<file path="config.mk">
export PLATFORM = sky130hd
export DESIGN_NAME = ysyx_22050039_lsu
export DESIGN_NICKNAME = d
export VERILOG_FILES = /design/src/rtl/ysyx_22050039_lsu.sv
export SDC_FILE = /design/constraint.sdc
export NUM_CORES = 1
export LEC_CHECK = 0
export ABC_AREA = 1
export ABC_CLOCK_PERIOD_IN_PS = 2960
export BUFFER_PORTS_ARGS = -buffer_cell sky130_fd_sc_hd__buf_2
export CAP_MARGIN = 10
export CORE_MARGIN = 1.5
export CORE_UTILIZATION = 25
export CTS_CLUSTER_DIAMETER = 80
export DETAILED_ROUTE_END_ITERATION = 10
export SLEW_MARGIN = 10
export SYNTH_ARGS = -nofsm -noshare
export SYNTH_HDL_FRONTEND = slang
export SYNTH_SLANG_ARGS = --single-unit
</file>
<file path="constraint.sdc">
create_clock -name clk -period 2.96 [get_ports clk]
set_input_delay 0 -clock clk [delete_from_list [all_inputs] [get_ports clk]]
set_output_delay 0 -clock clk [all_outputs]
set_load 0.05 [all_outputs]
</file>
<file path="src/rtl/ysyx_22050039_lsu.sv">
// Load/store unit: one op per transaction, one aligned doubleword bus access, lane-shifted/extended load result.
// Optional macro YSYX_22050039_LSU_MISALIGN_EN traps misaligned accesses with out_err instead of issuing them.
`timescale 1ns/1ps
module ysyx_22050039_lsu #(
   parameter int XLEN   = 64,
   parameter int MASK_W = 8
) (
   input  logic              clk,
   input  logic              rst,
   input  logic              in_valid,
   output logic              in_ready,
   input  logic [3:0]        in_op,
   input  logic [XLEN-1:0]   in_base,
   input  logic [XLEN-1:0]   in_offset,
   input  logic [XLEN-1:0]   in_wdata,
   output logic              out_valid,
   input  logic              out_ready,
   output logic [XLEN-1:0]   out_rdata,
   output logic              out_err,
   output logic              mem_req_valid,
   input  logic              mem_req_ready,
   output logic              mem_req_we,
   output logic [XLEN-1:0]   mem_req_addr,
   output logic [XLEN-1:0]   mem_req_wdata,
   output logic [MASK_W-1:0] mem_req_wmask,
   input  logic              mem_resp_valid,
   input  logic [XLEN-1:0]   mem_resp_rdata
);

   typedef enum logic [1:0] {IDLE, REQ, WAIT, DONE} state_t;

   state_t            state, state_nxt;
   logic [3:0]        op_q;
   logic [XLEN-1:0]   addr_q;
   logic [XLEN-1:0]   wdata_q;
   logic [XLEN-1:0]   rdata_q;
   logic              err_q;
   logic [XLEN-1:0]   addr_sum;
   logic [2:0]        lane_q;
   logic              misalign_trap;
   logic [XLEN-1:0]   shifted;
   logic [XLEN-1:0]   load_val;
   logic [MASK_W-1:0] size_mask;

   assign addr_sum = in_base + in_offset;
   assign lane_q   = addr_q[2:0];

`ifdef YSYX_22050039_LSU_MISALIGN_EN
   always_comb begin
      misalign_trap = 1'b0;
      case (in_op[1:0])
         2'd0: misalign_trap = 1'b0;
         2'd1: misalign_trap = addr_sum[0];
         2'd2: misalign_trap = |addr_sum[1:0];
         default: misalign_trap = |addr_sum[2:0];
      endcase
   end
`else
   assign misalign_trap = 1'b0;
`endif

   always_comb begin
      state_nxt = state;
      case (state)
         IDLE: if (in_valid) state_nxt = misalign_trap ? DONE : REQ;
         REQ:  if (mem_req_ready) state_nxt = WAIT;
         WAIT: if (mem_resp_valid) state_nxt = DONE;
         DONE: if (out_ready) state_nxt = IDLE;
         default: state_nxt = IDLE;
      endcase
   end

   // Bytes beyond the doubleword fall off the top of the shift and read as zero.
   always_comb begin
      shifted  = mem_resp_rdata >> {lane_q, 3'b000};
      load_val = shifted;
      case (op_q[1:0])
         2'd0: load_val = op_q[2] ? {{(XLEN-8){1'b0}}, shifted[7:0]}
                                  : {{(XLEN-8){shifted[7]}}, shifted[7:0]};
         2'd1: load_val = op_q[2] ? {{(XLEN-16){1'b0}}, shifted[15:0]}
                                  : {{(XLEN-16){shifted[15]}}, shifted[15:0]};
         2'd2: load_val = op_q[2] ? {{(XLEN-32){1'b0}}, shifted[31:0]}
                                  : {{(XLEN-32){shifted[31]}}, shifted[31:0]};
         default: load_val = shifted;
      endcase
   end

   always_comb begin
      size_mask = '0;
      case (op_q[1:0])
         2'd0: size_mask = MASK_W'(8'h01);
         2'd1: size_mask = MASK_W'(8'h03);
         2'd2: size_mask = MASK_W'(8'h0F);
         default: size_mask = MASK_W'(8'hFF);
      endcase
   end

   always_ff @(posedge clk or negedge rst) begin
      if (!rst) begin
         state   <= IDLE;
         op_q    <= '0;
         addr_q  <= '0;
         wdata_q <= '0;
         rdata_q <= '0;
         err_q   <= 1'b0;
      end else begin
         state <= state_nxt;
         if (state == IDLE && in_valid) begin
            op_q    <= in_op;
            addr_q  <= addr_sum;
            wdata_q <= in_wdata;
            err_q   <= misalign_trap;
            rdata_q <= '0;
         end
         if (state == WAIT && mem_resp_valid) begin
            rdata_q <= op_q[3] ? '0 : load_val;
         end
      end
   end

   assign in_ready      = (state == IDLE) && rst;
   assign out_valid     = (state == DONE);
   assign out_rdata     = rdata_q;
   assign out_err       = err_q;
   assign mem_req_valid = (state == REQ);
   assign mem_req_we    = (state == REQ) && op_q[3];
   assign mem_req_addr  = {addr_q[XLEN-1:3], 3'b000};
   assign mem_req_wdata = op_q[3] ? (wdata_q << {lane_q, 3'b000}) : '0;
   assign mem_req_wmask = op_q[3] ? (size_mask << lane_q) : '0;

endmodule

</file>
==> impl_metrics.csv <==
group,metric,value,unit
status,status,"finished, final reports clean",
global_route,grt_pass1_wl,118,mm
critical_path,r2r_cells,11,
global_route,grt_antenna_before_repair,9,
synthesis,synthCells,2830,
route,drt_iter0_drc,1749,
synthesis,ys_types,47,
die,dieArea,70400,sq um
synthesis,synth_top_area_cell,"dfrtp_1",
sta,period_needed,2860,ps
critical_path,cp-start-kind,"register",
route,wl,79.7,mm
global_route,gr-total-overflow,0,
placement,place_area,20100,sq um
critical_path,cp.required,2960,ps
synthesis,syn_area_per_cell,6.08,sq um
sta,tns,0,ps
clock_tree,clock_path_buffers,2,
synthesis,synth.most_common_cell,"nand2_1",
sta,worst_pin_slew,720,ps
critical_path,cp_cell_sequence,"buf_16 -> nor2_4 -> nand3_1 -> o22ai_1 -> buf_2",
synthesis,synth_edf_count,0,
clock_tree,cts_tree,"yes",
synthesis,yosysSeqAreaShare,28.8,%
sta,finalHoldViolCount,0,
synthesis,synth_common_cells,"1198 x nand2_1, 364 x inv_1, 198 x dfrtp_1",
placement,gp_congestion,0.984,
route,vias_per_cell,4.73,
critical_path,cp.arrival,2860,ps
sta,rsz0062_at_grt,"false",
pwr,ir_drop,0.581,mV
route,dr.pass1.iters,6,
clock_tree,htree_levels,4,
clock_tree,clk_pin_slew,100,ps
synthesis,synth_seq_cells,198,
critical_path,crit_path_max_incr_delay,520,ps
route,wl_per_cell,19.1,um
sta,max_freq,349,MHz
synthesis,yosys_warnings,0,
die,start_util,25.4,%
synthesis,async_flop_share,100,%
route,drcViolationCount,0,
sta,fin_crit_sh,96.7,%
synthesis,yosysTopAreaCellShare,28.8,%
route,num_vias,19757,
critical_path,cp_max_fo,116,
global_route,grt_pass1_vias,19187,
sta,finalMaxSlewViolations,0,
global_route,grt_usage,22.4,%
cells_and_area,area_growth,27.1,%
min_path,hp-class,"input pin to register",
synthesis,synth_ff_type,"dfrtp_1",
die,die_h,265,um
cells_and_area,drive_above_1_share,17.7,%
synthesis,netlist_top_cells_area,"dfrtp_1 29%, nand2_1 26%, inv_1 7.9%, o21ai_0 5.7%, ha_1 4.9%",
flow_run,max_cap_violations,0,
global_route,grt_start_max_net_pins,117,
pwr,p_per_area,1010,nW/um^2
sta,setup_viol,0,
die,die_x,265,um
die,io_pins,471,
pwr,p_leak,0.0123,uW
clock_tree,cts_buffers,17,
clock_tree,insertion_delay,500,ps
critical_path,path_class,"register to output port",
die,num_rows,95,
sta,finClkSkew,14.4,ps
cells_and_area,final_cell_area,21800,sq um
sta,max-slew-margin-rel,52.0,%
critical_path,slowest_stage,"dfrtp_4",
clock_tree,root_buffer,"clkbuf_16",
critical_path,worst_setup_path_end_kind,"output port",
cells_and_area,nFillCells,7534,
synthesis,syn-cell-area,17200,sq um
clock_tree,clock_sinks,198,
route,ant_nets,0,
placement,hpwlAfterDp,63.2,mm
cells_and_area,fin_nets,3621,
placement,port-buffer-count,466,
die,core_area,67600,sq um
min_path,hold_depth,4,
routing by layer:
metal,track usage [%],wire [um],vias to the layer above
li1,-,-,9700
met4,9.22,3280,4
met3,3.62,4800,147
met2,39.4,39000,769
met1,27.0,32600,9137
met5,0,28,-
stage by stage:
step | total power [uW] | cells | worst slack [ps] | util (%) | hold WS (ps)
2_1_floorplan | 15400 | 2833 | 348 | - | -296
3_3_place_gp | 19400 | 4027 | 563 | 29.7 | 64.1
3_5_place_dp | 19400 | 4027 | 500 | 29.7 | 65.6
4_1_cts | 22200 | 4172 | 137 | 32.3 | 0.208
5_1_grt | 23500 | 4172 | 15.2 | 32.3 | 38.4
6_report | 22100 | 4177 | 97.5 | 32.3 | 35.5
cell usage in the layout (no fill, tap or decap), types with 3 or more instances in the layout:
master,synthesis,routed
nand2_1,1198,1197
buf_2,23,461
inv_1,364,364
o21ai_0,195,195
dfrtp_1,198,195
nor2_1,179,178
dlygate4sd3_1,0,113
nand3_1,108,108
a21oi_1,94,94
ha_1,68,68
o21ai_1,41,41
o21ai_2,31,31
xnor2_1,26,26
mux2i_1,24,24
buf_4,69,24
clkbuf_16,0,17
a221o_1,16,16
nor3_1,14,14
nand4_1,11,11
buf_12,0,11
o22ai_1,9,9
a22oi_1,8,8
o211ai_1,8,8
nand3b_1,8,8
a21o_1,6,6
clkinv_8,0,6
diode_2,0,5
nor2_4,3,4
or2_2,4,4
conb_1,1,4
inv_2,5,3
and2_1,3,3
o21a_1,3,3
a22o_1,3,3
a32o_1,3,3
report_power, final:
part | switching (uW) | leakage, uW | internal, uW
Combinational | 11000 | 0.00950 | 3720
Sequential | 912 | 0.00253 | 3870
Clock | 1430 | 0.000292 | 1150
Total | 13400 | 0.0123 | 8740
worst max-delay path: cells and delay by family, from the launching register on:
kind	cells	cell delay (ps)
compound gates	1	520
buf+inv	2	560
flops	1	520
simple gates	2	640
final cells by class:
cell class | instances | area, sq um | share of cell area [%]
multi-input combinational | 2088 | 9900 | 45.3
sequential | 198 | 4960 | 22.7
timing repair buffer | 611 | 3880 | 17.8
inverter | 370 | 1390 | 6.37
tap | 873 | 1090 | 5.00
clock buffer | 17 | 425 | 1.95
clock inverter | 15 | 184 | 0.842
antenna | 5 | 12.5 | 0.0573
state kept, by name, indices dropped and copies added (netlist names):
register   flops
op_q           4
state          2
addr_q        64
wdata_q       64
out_rdata     64
timing repair:
action | in CTS | in global routing
endpoints found under the hold margin | 180 | 0
buffers inserted | 0 | 0
resized for setup | 0 | 1
hold buffers | 113 | 0
endpoints found under the setup margin | 0 | 1
worst paths after layout:
| path | start | endpoint | slack [ps] |
|---|---|---|---|
| setup / recovery | addr_q[0] | mem_req_wdata[33] | 100 |
| hold / removal | in_offset[16] | addr_q[16] | 40 |
| setup reg to reg | addr_q[0] | out_rdata[33] | 530 |
| hold reg to reg | addr_q[59] | addr_q[59] | 480 |
| max in group asynchronous | rst | addr_q[60] | 1960 |
| min in group asynchronous | rst | out_rdata[4] | 80 |
cells by family (layout without fill, tap and decap cells):
| kind of cell | count (synthesis) | after routing | synth area share (%) |
|---|---|---|---|
| AO/OA/AOI/OAI | 428 | 428 | 14.4 |
| XOR/XNOR | 28 | 28 | 1.43 |
| adder cells (fa/ha/maj) | 69 | 69 | 5.07 |
| buffers and inverters | 547 | 1013 | 13.7 |
| flip-flops | 198 | 198 | 28.8 |
| multiplexers | 24 | 24 | 1.40 |
| other | 1 | 9 | 0.0218 |
| AND/OR/NAND/NOR | 1535 | 1535 | 35.1 |
(Power assumes the default switching activity.)
